$ cat src/rtl/instr_encoder_pkg.sv
// Shared definitions for the RV32 instruction encoder: request types, opcodes,
// funct7 constants and the encoder result record.
package instr_encoder_pkg;

  typedef enum logic [2:0] {
    ENC_OP     = 3'd0,
    ENC_OP_IMM = 3'd1,
    ENC_LOAD   = 3'd2,
    ENC_STORE  = 3'd3,
    ENC_BRANCH = 3'd4
  } enc_type_e;

  localparam logic [6:0] OPC_OP     = 7'b0110011;
  localparam logic [6:0] OPC_OP_IMM = 7'b0010011;
  localparam logic [6:0] OPC_LOAD   = 7'b0000011;
  localparam logic [6:0] OPC_STORE  = 7'b0100011;
  localparam logic [6:0] OPC_BRANCH = 7'b1100011;

  localparam logic [6:0] F7_BASE   = 7'b0000000;
  localparam logic [6:0] F7_ALT    = 7'b0100000;
  localparam logic [6:0] F7_MULDIV = 7'b0000001;

  localparam int unsigned INSTR_W = 32;

  typedef struct packed {
    logic                 legal;
    logic [INSTR_W-1:0]   word;
  } enc_result_t;

endpackage

$ cat src/rtl/instr_fifo.sv
// Synchronous FIFO holding encoded instruction words awaiting the memory write.
// DEPTH must be a power of two; pointers carry one extra wrap bit.
module instr_fifo #(
  parameter int unsigned DEPTH = 4,
  parameter int unsigned WIDTH = 32
) (
  input  logic             clk,
  input  logic             rst_n,
  input  logic             push,
  input  logic [WIDTH-1:0] din,
  input  logic             pop,
  output logic [WIDTH-1:0] dout,
  output logic             full,
  output logic             empty
);

  localparam int unsigned PTR_W = $clog2(DEPTH);

  logic [WIDTH-1:0] mem [DEPTH];
  logic [PTR_W:0]   wr_ptr;
  logic [PTR_W:0]   rd_ptr;
  logic             do_push;
  logic             do_pop;

  assign do_push = push && !full;
  assign do_pop  = pop && !empty;

  assign empty = (wr_ptr == rd_ptr);
  assign full  = (wr_ptr[PTR_W] != rd_ptr[PTR_W]) &&
                 (wr_ptr[PTR_W-1:0] == rd_ptr[PTR_W-1:0]);

  always_ff @(posedge clk or negedge rst_n) begin
    if (!rst_n) begin
      wr_ptr <= '0;
      rd_ptr <= '0;
    end else begin
      if (do_push) wr_ptr <= wr_ptr + 1'b1;
      if (do_pop)  rd_ptr <= rd_ptr + 1'b1;
    end
  end

  // NOTE: storage is deliberately not reset; reset only clears the pointers,
  // and the consumer masks the head word while the FIFO is empty.
  always_ff @(posedge clk) begin
    if (do_push) mem[wr_ptr[PTR_W-1:0]] <= din;
  end

  assign dout = mem[rd_ptr[PTR_W-1:0]];

endmodule

$ cat src/rtl/instr_encoder.sv
// Encodes RV32 OP/OP-IMM/LOAD/STORE/BRANCH requests and streams the words to
// instruction memory in order. Define INSTR_ENCODER_RV32M_EN to allow MUL/DIV.
module instr_encoder
  import instr_encoder_pkg::*;
#(
  parameter int unsigned DEPTH  = 4,
  parameter int unsigned ADDR_W = 32
) (
  input  logic              clk,
  input  logic              rst_n,
  input  logic              in_valid,
  output logic              in_ready,
  input  logic [2:0]        enc_type,
  input  logic [4:0]        rd,
  input  logic [4:0]        rs1,
  input  logic [4:0]        rs2,
  input  logic [2:0]        funct3,
  input  logic [6:0]        funct7,
  input  logic [12:0]       imm,
  output logic              imem_we,
  input  logic              imem_ready,
  output logic [ADDR_W-1:0] imem_addr,
  output logic [31:0]       imem_wdata,
  output logic              err,
  output logic [15:0]       wr_count
);

  localparam logic [ADDR_W-1:0] ADDR_STEP = ADDR_W'(4);

  enc_result_t        enc;
  logic               run;
  logic               accept;
  logic               push;
  logic               pop;
  logic               fifo_full;
  logic               fifo_empty;
  logic [INSTR_W-1:0] fifo_head;

  // NOTE: every field of enc gets a default before the case so no path
  // leaves it unassigned, which would otherwise infer a latch.
  always_comb begin
    enc.legal = 1'b1;
    enc.word  = '0;
    case (enc_type)
      ENC_OP: begin
        enc.word = {funct7, rs2, rs1, funct3, rd, OPC_OP};
`ifdef INSTR_ENCODER_RV32M_EN
        enc.legal = 1'b1;
`else
        if (funct7 == F7_MULDIV) enc.legal = 1'b0;
`endif
      end
      ENC_OP_IMM: enc.word = {imm[11:0], rs1, funct3, rd, OPC_OP_IMM};
      ENC_LOAD:   enc.word = {imm[11:0], rs1, funct3, rd, OPC_LOAD};
      ENC_STORE:  enc.word = {imm[11:5], rs2, rs1, funct3, imm[4:0], OPC_STORE};
      ENC_BRANCH: enc.word = {imm[12], imm[10:5], rs2, rs1, funct3,
                              imm[4:1], imm[11], OPC_BRANCH};
      default:    enc.legal = 1'b0;
    endcase
  end

  // run holds in_ready low until the first edge after reset release.
  assign in_ready = run && !fifo_full;
  assign accept   = in_valid && in_ready;
  assign push     = accept && enc.legal;
  assign imem_we  = !fifo_empty;
  assign pop      = imem_we && imem_ready;

  assign imem_wdata = fifo_empty ? '0 : fifo_head;

  instr_fifo #(
    .DEPTH (DEPTH),
    .WIDTH (INSTR_W)
  ) u_fifo (
    .clk   (clk),
    .rst_n (rst_n),
    .push  (push),
    .din   (enc.word),
    .pop   (pop),
    .dout  (fifo_head),
    .full  (fifo_full),
    .empty (fifo_empty)
  );

  // NOTE: sequential state uses non-blocking assignments so every register
  // samples pre-edge values regardless of statement order.
  always_ff @(posedge clk or negedge rst_n) begin
    if (!rst_n) begin
      run       <= 1'b0;
      err       <= 1'b0;
      imem_addr <= '0;
      wr_count  <= '0;
    end else begin
      run <= 1'b1;
      if (accept && !enc.legal) err <= 1'b1;
      if (pop) begin
        imem_addr <= imem_addr + ADDR_STEP;
        wr_count  <= wr_count + 16'd1;
      end
    end
  end

endmodule
$ cat config.mk
export PLATFORM = sky130hd
export DESIGN_NAME = instr_encoder
export DESIGN_NICKNAME = d
export VERILOG_FILES = /design/src/rtl/instr_encoder_pkg.sv /design/src/rtl/instr_fifo.sv /design/src/rtl/instr_encoder.sv
export SDC_FILE = /design/constraint.sdc
export NUM_CORES = 1
export LEC_CHECK = 0
export ABC_AREA = 1
export CAP_MARGIN = 20
export CELL_PAD_IN_SITES_DETAIL_PLACEMENT = 1
export CELL_PAD_IN_SITES_GLOBAL_PLACEMENT = 1
export CORE_UTILIZATION = 44
export DETAILED_ROUTE_END_ITERATION = 7
export GPL_ROUTABILITY_DRIVEN = 0
export GPL_TIMING_DRIVEN = 0
export PLACE_DENSITY_LB_ADDON = 0.1
export SKIP_LAST_GASP = 1
export SLEW_MARGIN = 20
export SYNTH_ARGS = -nofsm -noshare
export SYNTH_HDL_FRONTEND = slang
export SYNTH_SLANG_ARGS = --single-unit
$ cat constraint.sdc
create_clock -name clk -period 4.7 [get_ports clk]
set_clock_uncertainty 0.15 [all_clocks]
set_input_delay 1.41 -clock clk [delete_from_list [all_inputs] [get_ports clk]]
set_output_delay 1.41 -clock clk [all_outputs]
set_load 0.03 [all_outputs]
# After elaboration in Yosys (flattened, before gate mapping)
# Memory sizes are Yosys's and may differ from the RTL's.
# Cells that the tools add are included.
# Widths: inputs -> output; s select.
# op_classes
n_addsub	4
eq_ne	8
mux	6
n_reduce_logical	13
# ops
op	count
$pmux 32 s5	1
$add 32x3->32 const B	1
$mux 32	1
$add 16x1->16 const B	1
$logic_and 1x1->1	8
$eq 7x1->1 const B	1
$add 3x1->3 const B	2
$eq 3x2->1 const B	2
$reduce_or 4->1	1
$eq 3x1->1 const B	1
$eq 3x3->1	1
$eq 3x3->1 const B	1
$logic_not 1->1	3
$logic_not 3->1	1
$mux 1	3
$eq 2x2->1	1
$pmux 1 s2	1
$ne 1x1->1	1
# word_totals
regBits	56
ram_bits	128
output_inout_bits	83
wordCells	38
n_memories	1
# mem_list
name	depth	word_bits	rd	rd_ports_with_merged_regs	write_ports	line_no	text
u_fifo.mem	4	32	1	0	1	instr_fifo.sv:19	logic [WIDTH-1:0] mem [DEPTH];

# Longest topological paths before layout
# Gate-level depths: netlist of the first run.
# depth
ltp_word	9
ltp_mapped	10
ltp_nobuf	10

# Cells and area by module
# A second synthesis of the first run with hierarchy kept.
# hier_totals
cells_unflattened	835
area_unflattened_um2	8354.3
# by_module_without_submodules
module	n_inst	cells_per_inst	area_each_um2	seq_area_each_um2
instr_fifo	1	369	5173.7	3993.8
instr_encoder	1	466	3180.6	1201.2

# Least setup slack after synthesis of the first run
# OpenSTA, ideal clock, no wires.
# synth_path
path_type	input port to flip-flop
startpoint	input enc_type[0]
endpoint	memory u_fifo.mem[3][10] (enable)
setup_ps	415
arrival_time_ps	3462
required_time_ps	4135
slack_ps	673
cell_stages	7
path_buffers	0
path_cell_list	nor2_1 nor2_2 inv_1 nand2_1 nor2_2 inv_1 nor2_1
# synth_between
elab_chain_cells	7
elab_cells_between_ends	11
# synth_lines
item	line_no	text
from (decl)	instr_encoder.sv:13	input logic [2:0] enc_type,
$eq 3x3->1, or another cell as far along	instr_encoder.sv:44	case (enc_type)
$reduce_or 4->1 (no line)	--	
$pmux 1 s2 *	instr_encoder.sv:44	
$logic_and 1x1->1 *	instr_encoder.sv:65	assign push = accept && enc.legal;
$logic_and 1x1->1 *	instr_fifo.sv:25	assign do_push = push && !full;
$mux 1 *	instr_fifo.sv:45	if (do_push) mem[wr_ptr[PTR_W-1:0]] <= din;
$mux 1 (implied by the code) *	instr_fifo.sv:45	
to (decl)	instr_fifo.sv:19	
# Mark *: on every way between the ends. The rest lies on a longest branch, timed or not.

# Worst setup path after layout of the first run
# layout_path
startpoint	register u_fifo.rd_ptr[1]
endpoint	output imem_wdata[23]
# layout_between
elab_chain_cells	2
elab_cells_between_ends	3
# layout_lines
item	line_no	text
from (decl)	instr_fifo.sv:21	logic [PTR_W:0] rd_ptr;
from (signal assigned)	instr_fifo.sv:38	if (do_pop) rd_ptr <= rd_ptr + 1'b1;
$mem_v2 4x32 or $eq 3x3->1 (tied branches)	--	
$mux 32 *	instr_encoder.sv:69	assign imem_wdata = fifo_empty ? '0 : fifo_head;
to (decl)	instr_encoder.sv:23	output logic [31:0] imem_wdata,
# Marked as above.

==> results of run 1 <==
flip-flops by register name, summed over array words and instances (netlist names):
name           flops
err                1
imem_addr         30
run                1
u_fifo.mem       116
u_fifo.rd_ptr      3
u_fifo.wr_ptr      3
wr_count          16
synthesized netlist by cell type, drive strengths merged (7+ instances only):
master | count | share of area (%)
nand2 | 262 | 12
clkbuf | 16 | 0.74
ha | 7 | 1.1
inv | 110 | 5.1
xor2 | 21 | 2.3
edfxtp | 116 | 43
nand4 | 7 | 0.54
buf | 17 | 1.3
o22ai | 33 | 2.5
nand3 | 31 | 2.0
o21ai | 78 | 4.8
dfrtp | 54 | 17
nor2 | 146 | 6.8
layer usage:
layer	global-route usage, %	up-vias
li1	-	3259
met1	29.6	3330
met2	47.9	185
met3	3.78	27
met4	7.69	0
met5	0	-
power groups by stage:
stage                     Combinational [mW]  Clock, mW  Sequential (mW)
after floorplan                         1.46          0             2.04
after global placement                  2.58          0             1.95
after detailed placement                2.69          0             1.95
after CTS                               2.72       1.41             1.92
after global routing                    2.90       1.46             1.94
final                                   2.69       1.40             1.92
metrics by stage:
stage          setup WS [ns]  utilization (%)  hold slack [ns]  setup TNS (ns)
2_1_floorplan          0.673                -            0.333               0
3_3_place_gp           -1.28             53.5            0.307         -140.27
3_5_place_dp           0.284             54.4            0.313               0
4_1_cts                0.226             57.7            0.330               0
5_1_grt               0.0435             57.7            0.368               0
6_report               0.203             57.7            0.327               0
layout make-up:
class | instances | share of cell area, %
tap | 229 | 2.75
sequential | 170 | 46.4
clock buffer | 17 | 4.08
multi-input combinational | 606 | 26.6
clock inverter | 15 | 1.55
inverter | 110 | 3.96
buffer | 33 | 1.57
timing repair buffer | 128 | 13.1
worst reg2reg max path, cell delays in order (launching register included):
cell                      delay [ns]
sky130_fd_sc_hd__dfrtp_1        0.49
sky130_fd_sc_hd__inv_2          0.11
sky130_fd_sc_hd__nand2_1        0.08
sky130_fd_sc_hd__nand2_1        0.07
sky130_fd_sc_hd__nand3_1        0.13
sky130_fd_sc_hd__nand3_1        0.16
sky130_fd_sc_hd__nor2_2         0.21
sky130_fd_sc_hd__inv_1          0.19
sky130_fd_sc_hd__nor2_4         0.48
sky130_fd_sc_hd__buf_16         0.23
cell families (layout without fill, tap and decap cells):
| kind of cell | after synthesis | count (layout) | synth area share (%) |
|---|---|---|---|
| compound gates | 114 | 114 | 7.57 |
| xor+xnor | 25 | 25 | 2.69 |
| fa+ha+maj | 7 | 7 | 1.07 |
| buf+inv | 143 | 303 | 7.08 |
| flops | 170 | 170 | 59.3 |
| other cells | 2 | 5 | 0.0922 |
| simple gates | 455 | 455 | 22.2 |
worst min-delay path by stage:
stage	slack, ns	depth (start not counted)	end	from
final	0.33	2	err$_DFFE_PN0P_	err$_DFFE_PN0P_
after floorplan	0.33	1	u_fifo.rd_ptr[2]$_DFFE_PN0P_	u_fifo.rd_ptr[2]$_DFFE_PN0P_
after CTS	0.33	2	err$_DFFE_PN0P_	err$_DFFE_PN0P_
after global routing	0.37	2	err$_DFFE_PN0P_	err$_DFFE_PN0P_
after global placement	0.31	2	err$_DFFE_PN0P_	err$_DFFE_PN0P_
after detailed placement	0.31	2	err$_DFFE_PN0P_	err$_DFFE_PN0P_
==> summary by stage, run 1 <==
Clock network
The maximum root-to-sink buffer count is 2. CTS placed an instance of sky130_fd_sc_hd__clkbuf_16 at the clock tree root. The TritonCTS sink count is 170. After clock tree synthesis, the setup repair step added 0 buffers. Once the clock tree was built, the resizer swapped 0 gates to a different size.

TritonCTS built the clock tree. TritonCTS created 17 clock buffers. The clock latency on the worst-skew pair is 0.43 ns. In this run the number of H-tree levels came out at 4. The number of hold buffers added after CTS was 0. Clock-pin slew was measured on the worst setup and hold paths at ~0.070 ns.

Global routing
The total overflow reported by the global router is 0. The number of global-route vias before repair came to between 7000 and 8000. Entering global routing, the biggest net connects 51 pins. The initial antenna violation count was 0. For this run, the total global-route usage over all layers was measured as 25.4%. The first global-routing pass estimated 37300 um of wire.

Placed design
The placed instance count is 1276. Buffers placed on the I/O ports in this run total 123. Once detailed placement completed, the half-perimeter wirelength came to 16500 um.

The cell area reported after detailed placement is around 9800 um^2.

Timing
The transition time at the pin with the least slew margin is 0.638 ns. The number of hold violations in the final report came to 0. The final period demand of the worst path is 4.50 ns. Setup repair after global routing left no endpoint under its margin. Setup violations remaining at the end of the flow were counted as 0. The final critical path takes up 95.7% of the cycle. The worst slew margin relative to its limit is 57.0%.

Timing would allow up to 222 MHz. The max-slew violation count is 0.

Synth
For this run, the number of Yosys warnings is 0. Averaged over all synthesized cells, the footprint is roughly 8.9 um^2. For this run, the leading register cell type out of synthesis is sky130_fd_sc_hd__edfxtp_1. Summing the sequential cell areas from Yosys gives 59.3% of the chip area. In this run the cell area of the synthesized design comes to 8150 um^2.

The count of flip-flops with a built-in enable after synthesis is about 120. Synthesis instantiated 27 different standard cells from the library. Counting flops and latches in the post-synthesis netlist gives 170. Synthesis produced 916 cells. The share of flip-flops with an asynchronous set or reset is 31.8%.

Worst setup path
The largest individual stage delay along the critical path comes from the cell sky130_fd_sc_hd__clkdlybuf4s50_1. Walking the worst path, the cells encountered are clkbuf_1 > clkbuf_1 > o21ai_0 > o22ai_1 > nand2_1 > inv_1 > clkdlybuf4s50_1. The most critical setup path has its endpoint at imem_wdata[23]. STA classifies the critical path startpoint as a flop. The endpoint class of the critical path is a primary output. The worst register-to-register path has a depth of 9. The endpoint of the most critical register-to-register path is u_fifo.mem[2][11]$_DFFE_PP_. The arrival time at the worst endpoint is 2.94 ns. The category of the critical setup timing path is reg2out.

Among cell families on the critical path, the largest total delay comes from buffers and inverters. Along the worst path, the maximum fanout reaches 10. For this run, the slowest stage of the critical path takes 0.67 ns. The reg2reg setup slack is ~2.1 ns.

The critical path starts at u_fifo.rd_ptr[1]$_DFFE_PN0P_. Together, buffers and inverters on the worst path number 4. The most numerous cell type found on the critical path is sky130_fd_sc_hd__clkbuf_1.

For the worst setup path, the data required time is 3.14 ns. The reg-to-reg startpoint is u_fifo.rd_ptr[0]$_DFFE_PN0P_. In this run the number of cells on the critical path is 7.

Final layout
The number of cells in the finished layout apart from fillers is 1308. From synthesis to final layout, the design area changed by 28.0%. Summing all flip-flop and latch instances after layout gives roughly 4800 um^2.

The area of combinational cells with multiple inputs is between 2000 and 3000 um^2. Leaving out fill and tap cells, the most frequent cells in the layout are sky130_fd_sc_hd__nand2_1, sky130_fd_sc_hd__nor2_1, sky130_fd_sc_hd__clkdlybuf4s50_1. The antenna diode count is 0.

The finished cells cover approximately 10000 um^2. The final net count is 1118. Counting the fill cells in the layout gives 2123. Cells with a size suffix above 1 make up 6.12% of the layout. The library cell used most frequently in the layout, excluding fill and tap cells, is sky130_fd_sc_hd__nand2_1.

Power
The total power consumption of the routed design is roughly 6 mW. The sequential cell fraction of total power is 32.0%. The switching power of the nets is 2.58 mW. The leakage power is 4.32 nW. The combinational group share of total power is 44.8%. The worst supply voltage drop on vdd is 0.000336 V.

Per report_power, the clock group accounts for 23.2% of the total. The power density of the placed cells is approximately 580 nW/um^2. Cell internal power was estimated by the tool at 3.43 mW. Net switching is 43.0% of the power.

Run status
The flow ran to the end, but the final reports show violations. The final reports fail on DRC.

Detailed routing
The number of routed nets with antenna violations is 0. The detailed-route wire length is between 20000 and 25000 um. The highest layer used for signal routing is met4. The final routed DRC violation total is 23. The met2 wire length is 12400 um. The amount of wire on met3 after detailed routing is 829 um. The average routed wire per standard cell is 17.8 um. The detailed router placed 6801 vias in this run. The number of DRC violations after detailed-routing iteration 0 is 346. The via density per instance is around 5.2.

The met1 wire length is 9840 um. The first detailed-routing pass ran for 7 iterations.

Die
The die width is 138 um. The floorplan die height is 138 um. The initial core utilization is about 45%. The region available for standard cell placement spans approximately 18000 um^2.

In this run the core area contains 49 standard-cell rows. The number of top-level pins is 128. The die outline area is 19100 um^2.

Hold path
The worst hold path belongs to the class reg2reg.

Job
Max-cap violations in this run came to 0.
Note: power is estimated with default switching activity, not from simulation.
==> inputs of run 2 (changes only) <==
--- a/config.mk
+++ b/config.mk
@@ -11,7 +11,6 @@
 export CELL_PAD_IN_SITES_GLOBAL_PLACEMENT = 1
 export CORE_UTILIZATION = 44
 export DETAILED_ROUTE_END_ITERATION = 7
-export GPL_ROUTABILITY_DRIVEN = 0
 export GPL_TIMING_DRIVEN = 0
 export PLACE_DENSITY_LB_ADDON = 0.1
 export SKIP_LAST_GASP = 1
==> results of run 2 <==
Same layout as run 1: the final DEF is identical, and so are final timing and power.
==> patch 1: new RTL, config.mk and constraints of run 1 <==
`ADDR_W`: 32 -> 64.
--- a/src/rtl/instr_encoder.sv
+++ b/src/rtl/instr_encoder.sv
@@ -4,7 +4,7 @@
   import instr_encoder_pkg::*;
 #(
   parameter int unsigned DEPTH  = 4,
-  parameter int unsigned ADDR_W = 32
+  parameter int unsigned ADDR_W = 64
 ) (
   input  logic              clk,
   input  logic              rst_n,
Ports: changed (resized imem_addr); port bits go from 128 to 160. The function was not compared with the original's and may differ.
==> patch 1 against run 1 <==
  * Largest cell class unchanged
  * Synthesized area grew 23%
  * Largest power group unchanged
  * Global-route usage grew 1.3 points
  * Cell area grew 24%
  * Sequential cell count grew 32
  * Sequential share of layout area shrank 2.6 points
  * The run still ends with DRC left
  * Power grew 11%
  * Worst setup slack lost 93 ps
  * Routed wire length grew 31%
  * Combinational power shrank 4%
==> patch 1: results (changes against run 1) <==
| Metric | Value |
|---|---|
| Outcome | finished with violations |
| Failing checks | DRC |
| DR WL met3 | 1.71 mm (+110%) |
| Critical Path Sink | imem_wdata[20] |
| Switch share | 38.2% (-4.8 points) |
| Crit path DAT | 3030 ps (+90 ps) |
| Sequential cell area share | 43.7% (-2.6 points) |
| R2r setup slk | 1940 ps (-160 ps) |
| Number of remaining DRC errors | 8 (-65%) |
| Non-clk bufs | 193 (+20%) |
| Layout non-clock buf frac | 14.2% (-0.44 points) |
| Drt wl/cell | 18.4 µm (+3.0%) |
| GR Util met3 | 3.69% (-0.090 points) |
| Ys async rst share | 42.6% (+11 points) |
| Fin nets | 1,424 (+27%) |
| Hold_ws | 349 ps (+22.8 ps) |
| Hold endpoint | wr_count[15] |
| Synth Instances | 1,184 (+29%) |
| Gr usage total | 26.7% (+1.3 points) |
| First-pass GRT wire length | 48.9 mm (+31%) |
| Logic inverters | 141 (+28%) |
| M1 WL | 13.4 mm (+36%) |
| Leak | 5.40 nW (+25%) |
| 1st-iter DRT viols | 409 (+18%) |
| Share of cells above drive strength 1 | 5.76% (-0.36 points) |
| Port bufs | 155 (+26%) |
| Post_cts resized | 3 (+3) |
| H-tree Lvls | 1 (-3) |
| VDD IR max | 0.438 mV (+30%) |
| HPWL after detailed placement | 22.1 mm (+34%) |
| Post-synthesis cell type count | 29 (+7.4%) |
| Met2 wire len | 14.8 mm (+19%) |
| Vias in the first global route | 9,204 (+28%) |
| Multi-input logic portion of the cell area | 28.9% (+2.3 points) |
| 1st-pass router iterations | 8 (+1) |
| Largest net degree at the start of global routing | 64 (+25%) |
| Clock power share | 28.9% (+5.7 points) |
| Seq/Total Area, Yosys | 56.3% (-3.0 points) |
| Clock Latency Late Sink | 510 ps (+80 ps) |
| Place WS | 433 ps (+149 ps) |
| # fillers | 2,641 (+24%) |
| Power Density | 517 mW/mm² (-10%) |
## patch 1: cell types whose count changed in the layout (fill, tap and decap cells not counted), sizes merged, moves of 10 or more
cell | run 1 | this run
clkbuf | 33 | 50
nor2 | 146 | 212
nand3b | 4 | 16
xnor2 | 4 | 14
dfrtp | 54 | 86
inv | 122 | 143
clkdlybuf4s50 | 122 | 154
nand2 | 262 | 363
## patch 1: logic make-up (layout without fill, tap and decap cells)
kind of cell | count (synthesis) | in the layout | synth area share (%)
compound gates | 110 | 110 | 5.90
xor+xnor | 40 | 40 | 3.50
fa+ha+maj | 7 | 7 | 0.875
flops | 202 | 202 | 56.3
buf+inv | 174 | 376 | 6.88
simple gates | 649 | 649 | 26.5
other cells | 2 | 5 | 0.0750
## patch 1: worst reg2reg max path: stages, from the launching register on
cell and delay, ps:
dfrtp_1 470, inv_2 110, nand2_1 80, nand2_1 80, nand3_1 120, nand3_1 170
nor2_1 330, inv_1 260, nor2_4 460, buf_16 230
==> patch 2: new RTL, config.mk and constraints of run 1 <==
Made on the original files. Reset style: synchronous (`rst_n`), changed in 2 clocked blocks.
--- a/src/rtl/instr_fifo.sv
+++ b/src/rtl/instr_fifo.sv
@@ -29,7 +29,7 @@
   assign full  = (wr_ptr[PTR_W] != rd_ptr[PTR_W]) &&
                  (wr_ptr[PTR_W-1:0] == rd_ptr[PTR_W-1:0]);
 
-  always_ff @(posedge clk or negedge rst_n) begin
+  always_ff @(posedge clk) begin
     if (!rst_n) begin
       wr_ptr <= '0;
       rd_ptr <= '0;
--- a/src/rtl/instr_encoder.sv
+++ b/src/rtl/instr_encoder.sv
@@ -84,7 +84,7 @@
 
   // NOTE: sequential state uses non-blocking assignments so every register
   // samples pre-edge values regardless of statement order.
-  always_ff @(posedge clk or negedge rst_n) begin
+  always_ff @(posedge clk) begin
     if (!rst_n) begin
       run       <= 1'b0;
       err       <= 1'b0;
Check against the original RTL: differs if rst_n is asserted again (counterexample within 4 cycles, from zero or initial values and one cycle with rst_n low); with rst_n held inactive, the same outputs for 10 cycles.
==> patch 2 against run 1 <==
  * The flow still finishes with violations (DRC)
  * Critical path type unchanged
  * Sequential cell count up 2
  * Largest cell class unchanged
  * Worst setup slack better by 55 ps
  * Die area hardly changed
  * Synthesized area about the same
  * Cell area is 0.44% lower
  * Non-clock buffer count increased by 4
  * Count of clock-buffer cells in the layout increased by 1
  * Global-route usage grew 1.8 points
  * Highest routed layer unchanged
  * Routed wire length up 6.4%
Power is not compared: it rests on default switching activity, and its combinational part moved more than twofold at a synthesized area within 25%.
==> patch 2: results (changes against run 1) <==
| Metric | Value |
|---|---|
| Outcome | finished with violations |
| Failing checks | DRC |
| First-pass GRT wire length | 40.0 mm (+7.2%) |
| DR WL met3 | 1.33 mm (+60%) |
| M1 WL | 10.2 mm (+3.9%) |
| Share of cells above drive strength 1 | 6.96% (+0.84 points) |
| Gr usage total | 27.2% (+1.8 points) |
| Top post-synthesis cells by area | edfxtp_1 43%, dfxtp_1 14%, nand2_1 10% |
| Post-Synth XOR/XNOR Area | 1.72% (-0.97 points) |
| Place WS | 475 ps (+191 ps) |
| Seq/Total Area, Yosys | 56.5% (-2.8 points) |
| Total wire length | 24.8 mm (+6.4%) |
| Placed cells | 1,304 (+2.2%) |
| Synth Area in Adders | 1.07% (about the same) |
| Number of remaining DRC errors | 20 (-13%) |
| Worst R2R Start | u_fifo.wr_ptr[0] |
| Most frequent cells after synthesis | 226 x nand2_1, 183 x nor2_1, 116 x edfxtp_1 |
| 1st-pass router iterations | 6 (-1) |
| Post-synthesis cell type count | 33 (+22%) |
| GR Layer Usage met1 | 32.2% (+2.6 points) |
| Hold_ws | 330 ps (+3.93 ps) |
| HPWL after detailed placement | 17.5 mm (+5.8%) |
| Vias | 7,146 (+5.1%) |
| Drt wl/cell | 18.6 µm (+4.2%) |
| Compound-gate portion of the synthesized area | 9.30% (+1.7 points) |
| Crit path DAT | 2880 ps (-60 ps) |
| Met2 wire len | 12.7 mm (+3.0%) |
| Met2 Use GR | 49.1% (+1.2 points) |
| Vias in the first global route | 7,510 (+4.1%) |
| Worst flop-to-flop path endpoint | u_fifo.mem[1][26] |
| Fin nets | 1,146 (+2.5%) |
| Slew headroom | 47.2% (-9.8 points) |
==> patch 2: cell count changes in the layout (fill, tap and decap cells not counted), sizes merged, moves of 17 or more <==
cell / run 1 / this run
o32ai: 0 / 29
o21ai: 78 / 61
nor2: 146 / 191
dfrtp: 54 / 0
dfxtp: 0 / 56
nand2: 262 / 230
o22ai: 33 / 0
a21oi: 1 / 37
==> patch 2: cell type report <==
cell class | count | area (µm²)
multi-input combinational | 631 | 2970
inverter | 107 | 404
clock buffer | 18 | 429
sequential | 172 | 4600
fill | 2108 | 7700
timing repair buffer | 127 | 1330
tap | 229 | 287
clock inverter | 14 | 149
buffer | 38 | 218
==> patch 2: worst max path at each step <==
stage                             end  cells after the start
floorplan           u_fifo.mem[3][10]                      7
global placement    u_fifo.mem[1][28]                      9
detailed placement  u_fifo.mem[1][15]                      9
CTS                     imem_wdata[1]                      9
global route            imem_wdata[1]                      9
finish                  imem_wdata[1]                      9
